===== src/rtl/fetch_stage_pkg.sv =====
// Shared WISC-15 fetch definitions: opcode field, HLT/NOP encodings, reset PC and FSM states.
package fetch_stage_pkg;

  localparam int          OPC_MSB          = 15;
  localparam int          OPC_LSB          = 12;
  localparam logic [3:0]  HLT_OP           = 4'hF;
  localparam logic [15:0] NOP_WORD         = 16'h0000;
  localparam logic [15:0] DEFAULT_RESET_PC = 16'h0000;

  typedef enum logic {
    RUN    = 1'b0,
    HALTED = 1'b1
  } fetch_state_t;

  function automatic logic [3:0] opcode_of(input logic [15:0] instr);
    return instr[OPC_MSB:OPC_LSB];
  endfunction

endpackage


===== src/rtl/fetch_stage_if_id_reg.sv =====
// IF/ID pipeline register: flush beats load; holds when neither is asserted.
module if_id_reg
  import fetch_stage_pkg::*;
#(
  parameter logic [15:0] NOP_INSTR = NOP_WORD
) (
  input  logic        clk,
  input  logic        rst_n,
  input  logic        load,
  input  logic        flush,
  input  logic [15:0] instr_d,
  input  logic [15:0] pc_plus1_d,
  output logic [15:0] instr,
  output logic [15:0] pc_plus1,
  output logic        valid
);

  // A flush only squashes instr/valid; pc_plus1 is meaningless while valid=0.
  always_ff @(posedge clk or negedge rst_n) begin
    if (!rst_n) begin
      instr    <= NOP_INSTR;
      pc_plus1 <= 16'h0000;
      valid    <= 1'b0;
    end else if (flush) begin
      instr <= NOP_INSTR;
      valid <= 1'b0;
    end else if (load) begin
      instr    <= instr_d;
      pc_plus1 <= pc_plus1_d;
      valid    <= 1'b1;
    end
  end

endmodule


===== src/rtl/fetch_stage.sv =====
// WISC-15 IF stage: PC, IM interface, HLT detection and redirect handling.
// Optional FETCH_PERF_CNT_EN adds saturating fetch_cnt/stall_cnt outputs.
module fetch_stage
  import fetch_stage_pkg::*;
#(
  parameter logic [15:0] RESET_PC   = DEFAULT_RESET_PC,
  parameter logic [3:0]  HLT_OPCODE = HLT_OP,
  parameter logic [15:0] NOP_INSTR  = NOP_WORD
) (
  input  logic        clk,
  input  logic        rst_n,
  input  logic        stall,
  input  logic        redirect,
  input  logic [15:0] redirect_pc,
  input  logic [15:0] im_instr,
  output logic [15:0] im_addr,
  output logic        im_rd_en,
  output logic [15:0] if_id_instr,
  output logic [15:0] if_id_pc_plus1,
  output logic        if_id_valid,
  output logic        halted
`ifdef FETCH_PERF_CNT_EN
  ,
  output logic [31:0] fetch_cnt,
  output logic [31:0] stall_cnt
`endif
);

  fetch_state_t state;
  logic [15:0]  pc;
  logic [15:0]  pc_plus1;
  logic         is_hlt;
  logic         ifid_load;
  logic         ifid_flush;

  assign pc_plus1   = pc + 16'd1;
  assign is_hlt     = (opcode_of(im_instr) == HLT_OPCODE);
  assign im_addr    = pc;
  assign im_rd_en   = (state == RUN) && !stall && rst_n;
  assign ifid_load  = !redirect && !stall && (state == RUN);
  assign ifid_flush = redirect || (!stall && (state == HALTED));

  // Redirect overrides stall and also cancels an HLT fetched in a branch shadow.
  always_ff @(posedge clk or negedge rst_n) begin
    if (!rst_n) begin
      state  <= RUN;
      pc     <= RESET_PC;
      halted <= 1'b0;
    end else if (redirect) begin
      state  <= RUN;
      pc     <= redirect_pc;
      halted <= 1'b0;
    end else if (!stall && (state == RUN)) begin
      if (is_hlt) begin
        state  <= HALTED;
        halted <= 1'b1;
      end else begin
        pc <= pc_plus1;
      end
    end
  end

  if_id_reg #(
    .NOP_INSTR (NOP_INSTR)
  ) u_if_id (
    .clk        (clk),
    .rst_n      (rst_n),
    .load       (ifid_load),
    .flush      (ifid_flush),
    .instr_d    (im_instr),
    .pc_plus1_d (pc_plus1),
    .instr      (if_id_instr),
    .pc_plus1   (if_id_pc_plus1),
    .valid      (if_id_valid)
  );

`ifdef FETCH_PERF_CNT_EN
  // Stalls are not counted while halted so both counters freeze on HLT.
  always_ff @(posedge clk or negedge rst_n) begin
    if (!rst_n) begin
      fetch_cnt <= 32'h0;
      stall_cnt <= 32'h0;
    end else begin
      if (ifid_load && (fetch_cnt != 32'hFFFF_FFFF))
        fetch_cnt <= fetch_cnt + 32'd1;
      if (stall && !redirect && (state == RUN) && (stall_cnt != 32'hFFFF_FFFF))
        stall_cnt <= stall_cnt + 32'd1;
    end
  end
`endif

endmodule


===== config.mk =====
export PLATFORM = sky130hd
export DESIGN_NAME = fetch_stage
export DESIGN_NICKNAME = d
export VERILOG_FILES = /design/src/rtl/fetch_stage_pkg.sv /design/src/rtl/fetch_stage_if_id_reg.sv /design/src/rtl/fetch_stage.sv
export SDC_FILE = /design/constraint.sdc
export NUM_CORES = 1
export LEC_CHECK = 0
export ABC_AREA = 0
export CAP_MARGIN = 20
export CORE_ASPECT_RATIO = 0.75
export CORE_MARGIN = 3
export CORE_UTILIZATION = 49
export DETAILED_ROUTE_END_ITERATION = 10
export GPL_ROUTABILITY_DRIVEN = 0
export GPL_TIMING_DRIVEN = 0
export PLACE_DENSITY_LB_ADDON = 0.08
export SKIP_CTS_REPAIR_TIMING = 1
export SYNTH_ARGS = -nofsm -noshare
export SYNTH_HDL_FRONTEND = slang
export SYNTH_HIERARCHICAL = 1
export SYNTH_SLANG_ARGS = --single-unit
export TNS_END_PERCENT = 100

===== constraint.sdc =====
create_clock -name clk -period 4.2 [get_ports clk]
set_input_delay 0.63 -clock clk [delete_from_list [all_inputs] [get_ports clk]]
set_output_delay 0.63 -clock clk [all_outputs]
set_load 0.05 [all_outputs]

== Yosys cells after proc, flatten, opt, wreduce, memory -nomap -nowiden ==
Index checks and enable logic that the tools add are counted.
Storage, ports and cells
  bits in registers: 50
  bits of input ports: 36
  output and inout port bits: 51
  word-level logic and storage cells: 34
Operators by class
  add/subtract/negate cells: 1
  eq/ne operators: 2
  multiplexer cells: 10
  bitwise logic cells: 2
  reductions and logical operators: 14
Operator list (number)
  $mux W16: 5
  $add A16 B1 Y16 const B: 1
  $reduce_and A2 Y1: 3
  $reduce_bool A2 Y1: 3
  $logic_and A1 B1 Y1: 5
  $mux W1: 5
  $eq A4 B4 Y1 const B: 1
  $logic_not A1 Y1: 2
  $ne A2 B2 Y1 const B: 1
  $not A1 Y1: 2
  $logic_or A1 B1 Y1: 1

== Logic depth before layout (Yosys ltp) ==
  depth in word-level cells: 5
  depth in mapped cells: 9
  depth with buffers taken out: 6

== Cells and area by module ==
The synthesis kept the hierarchy.
By module, submodules not included
  if_id_reg: instances 1, cells each 90, area each 1343.8 um^2, sequential area each 825.8 um^2
  fetch_stage: instances 1, cells each 137, area each 1153.6 um^2, sequential area each 425.4 um^2

== Least setup slack after synthesis ==
Ideal clock, no wire load.
  path kind: input to register
  from: input port redirect
  to: register u_if_id.pc_plus1[10]
  setup time: 125 ps
  arrival time: 2126 ps
  required time: 4075 ps
  path slack: 1949 ps
  stages: 9
  buffers on the path: 5
  cells stage by stage: clkbuf_1 -> clkinv_1 -> clkbuf_1 -> o21ai_0 -> buf_4 -> nor2b_4 -> buf_6 -> buf_12 -> mux2_4
On the way
  elaborated cells on any way between the ends: 6
  classes of those cells: 1 x bitwise; 5 x reduce/logical
RTL lines
  from (decl): line fetch_stage.sv:13  | input logic redirect,
  $logic_or A1 B1 Y1: line fetch_stage.sv:41  | assign ifid_flush = redirect || (!stall && (state == HALTED));
  net ifid_flush: line fetch_stage.sv:34  | logic ifid_flush;
  $not A1 Y1 (no source line)
  $reduce_and A2 Y1 (no source line)
  to (signal assigned): line fetch_stage_if_id_reg.sv:29  | pc_plus1 <= pc_plus1_d;
  to (decl): line fetch_stage_if_id_reg.sv:14  | output logic [15:0] pc_plus1,
The timed path passes the listed nets, and every way through them passes these cells.
A chain may end at the register's enable or synchronous reset.

== Final worst setup path ==
  from: input port stall
  to: output port im_rd_en
On the way
  longest elaborated chain between the ends: 3
Ends and longest elaborated chain
  from (decl): line fetch_stage.sv:12  | input logic stall,
  $logic_not A1 Y1: line fetch_stage.sv:39  | assign im_rd_en = (state == RUN) && !stall && rst_n;
  $logic_and A1 B1 Y1 (2 in series): line fetch_stage.sv:39
  to (decl): line fetch_stage.sv:17  | output logic im_rd_en,
Every way passes these cells.

==> out/metrics.csv <==
metric,value,unit
finalHoldViolCount,0,
slowest_delay,0.80,ns
via_per_inst,5.253,
post-route-min-period,3.066,ns
initial_utilization,53.40,%
grt_pass1_wl,9632,um
clockBufferDepth,2,
cp.required,3.57,ns
synth_fp_nets,264,
drt-initial-drc-count,183,
ys_seq_area_share,50.10,%
rsz0062_at_grt,no,
top_layer,met4,
yosys-mux-area-fraction,15.53,%
worst_pin_slew,0.5232,ns
clock-sinks,50,
fin_crit_sh,72.99,%
end_kind,output port,
core,4677,um2
vdd_drop_max,0.0002596,V
multi_input_area,1139,um2
yosysTopAreaCellShare,50.10,%
drc,0,
cts-root-buf,clkbuf_8,
slew_headroom,65.01,%
crit_path_start_kind,input pin,
n_antenna_cell,0,
via_count,1991,
syn_inst,227,
async_flop_share,100.0,%
pin_count,87,
rows,21,
critPathTopFamily,buffers and inverters,
crit_top_cell,clkdlybuf4s50_1,
antenna_found_initial,0,
grt-ovfl-total,0,
criticalPathCategory,in2out,
crit_buf_inv,2,
power,1.455,mW
clkTransAtPathRegs,0.08,ns
grt_start_max_net_pins,31,
synth-xor-area-share,7.014,%
r2r_start,im_addr[0]$_DFFE_PN0P_,
hpwl,4512,um
synth-adder-area-share,0.5010,%
outcome,"finished, final reports clean",
p_leak,1.478,nW
syn_area,2497,um2
drive_gt1_share,12.11,%
cts_made_buffers,5,
layoutNonFillerInstCount,379,
critPathMaxFanout,7,
drv_cap,0,
syn_to_final_growth,41.58,%
synth_common_cells,"50 x dfrtp_1, 36 x nor2_1, 17 x mux2i_1",
drv_slew,0,
setup_viol,0,
synth_top_cell_by_area,dfrtp_1,
crit_chain,clkdlybuf4s50_1 -> nor2_1 -> and2_1 -> clkdlybuf4s50_1,
fin_skew,0.003827,ns
die-area,5998,um2
crit_slowest_cell,clkdlybuf4s50_1,
die_y,67.83,um
first_global_vias,1987,
clock_latency,0.30,ns
min-delay-path-class,in2async,
syn-mean-instance-area,11.00,um2
synth_cell_types,33,
htreeDepth,2,
nets,358,
synth_compound_area_share,5.812,%
synth.top_cells.by_area,"dfrtp_1 50%, mux2i_1 6.8%, mux2_4 6.0%, nor2_1 5.4%, xor2_1 4.6%",
drt_pass1_iterations,4,
final-seq-area,1251,um2
reg2reg_to,im_addr[14]$_DFFE_PN0P_,
synth_top_family_by_area,simple AND/OR/NAND/NOR gates,
grt_usage,21.19,%
fmax,326.2,MHz
die_w,88.44,um
cts_tree,built,
yosysWarnings,6,
p_per_area,411.5,nW/um2
met2_length,2605,um
synth_edf_count,0,
rr_worst_depth,6,
synth_flop_cell,dfrtp_1,
place_inst,371,
yosysMostFrequentCell,dfrtp_1,
drt-met1-wl,2992,um
io_buffers,86,
crit_arrival,2.44,ns
routed_wl,5950,um
worst_hold_slack,0.2826,ns
fillCellCount,362,
wl_met3,303,um
synth_seq_cells,50,
ant_nets,0,
post_drt_wl_per_cell,15.70,um
yosys.area_share.simple,16.73,%
ff2ff_setup_slack,2.22,ns
cells in the final DEF (no fill, tap or decap), types with 2 or more instances in the layout:
| cell type | count |
|---|---|
| and4_4 | 2 |
| nand4_1 | 5 |
| clkdlybuf4s50_1 | 85 |
| or3_1 | 5 |
| buf_6 | 2 |
| inv_1 | 3 |
| a31oi_1 | 8 |
| clkbuf_8 | 6 |
| dfrtp_1 | 50 |
| mux2_2 | 6 |
| buf_2 | 5 |
| buf_12 | 2 |
| xor2_1 | 13 |
| xnor2_1 | 7 |
| clkbuf_1 | 5 |
| o21ai_0 | 13 |
| mux2_4 | 10 |
| and3_1 | 2 |
| or4_1 | 4 |
| buf_4 | 2 |
| o31ai_1 | 3 |
| mux2i_1 | 17 |
| nand2_1 | 13 |
| nand3_1 | 7 |
| nor2_1 | 36 |
power by group:
| group | total, mW | switching [mW] | internal (mW) |
|---|---|---|---|
| Sequential | 0.598 | 0.0525 | 0.546 |
| Combinational | 0.569 | 0.345 | 0.224 |
| Clock | 0.288 | 0.155 | 0.133 |
| Total | 1.45 | 0.553 | 0.902 |
flip-flops by register name, indices dropped and copies added (netlist names):
name              count
u_if_id/instr        16
u_if_id/valid         1
u_if_id/pc_plus1     16
im_addr              16
state                 1
through the flow:
step | util, % | setup slack (ns) | instance area, um2 | setup TNS [ns]
floorplan | - | 1.949 | 2497 | 0
global placement | 73.33 | -0.2992 | 3430 | -0.2992
detailed placement | 73.65 | 0.9366 | 3445 | 0
CTS | 75.60 | 1.088 | 3536 | 0
global route | 75.60 | 0.9993 | 3536 | 0
finish | 75.60 | 1.134 | 3536 | 0
layer usage:
| layer | vias to the layer above | track usage [%] |
|---|---|---|
| met5 | - | 0 |
| met4 | 0 | 6.981 |
| met3 | 5 | 4.693 |
| met2 | 59 | 31.25 |
| met1 | 945 | 31.05 |
| li1 | 982 | - |
worst reg2reg max path: stages, from the launching register on:
cell     delay (ns)
dfrtp_1        0.44
ha_1           0.25
and3_1         0.16
buf_2          0.15
nand4_1        0.28
or3_1          0.41
a31oi_1        0.21
layout make-up:
| cell class | count | area share, % |
|---|---|---|
| well taps | 57 | 2.017 |
| inverters | 4 | 0.4246 |
| flip-flops and latches | 50 | 35.39 |
| plain buffers | 13 | 2.619 |
| repair buffers | 87 | 24.77 |
| clock inverters | 1 | 0.1415 |
| clock buffers | 7 | 2.442 |
| multi-input cells | 160 | 32.20 |
kinds of logic after synthesis:
family,after synthesis
buffers and inverters,17
AOI/OAI and AO/OA,25
adders and majority gates,1
DFF,50
xor gates and xnor gates,20
and+or+nand+nor,81
muxes,33
worst max-delay path by stage:
stage,startpoint,end,slack [ns],cells after the start
floorplan,redirect,u_if_id/pc_plus1[10]$_DFFE_PN0P_,1.95,9
global placement,rst_n,im_rd_en,-0.30,3
detailed placement,redirect,u_if_id/pc_plus1[12]$_DFFE_PN0P_,0.94,10
CTS,stall,im_rd_en,1.09,4
global route,stall,im_rd_en,1.0,4
finish,stall,im_rd_en,1.13,4
No activity file was read; power rests on OpenSTA's default activity.
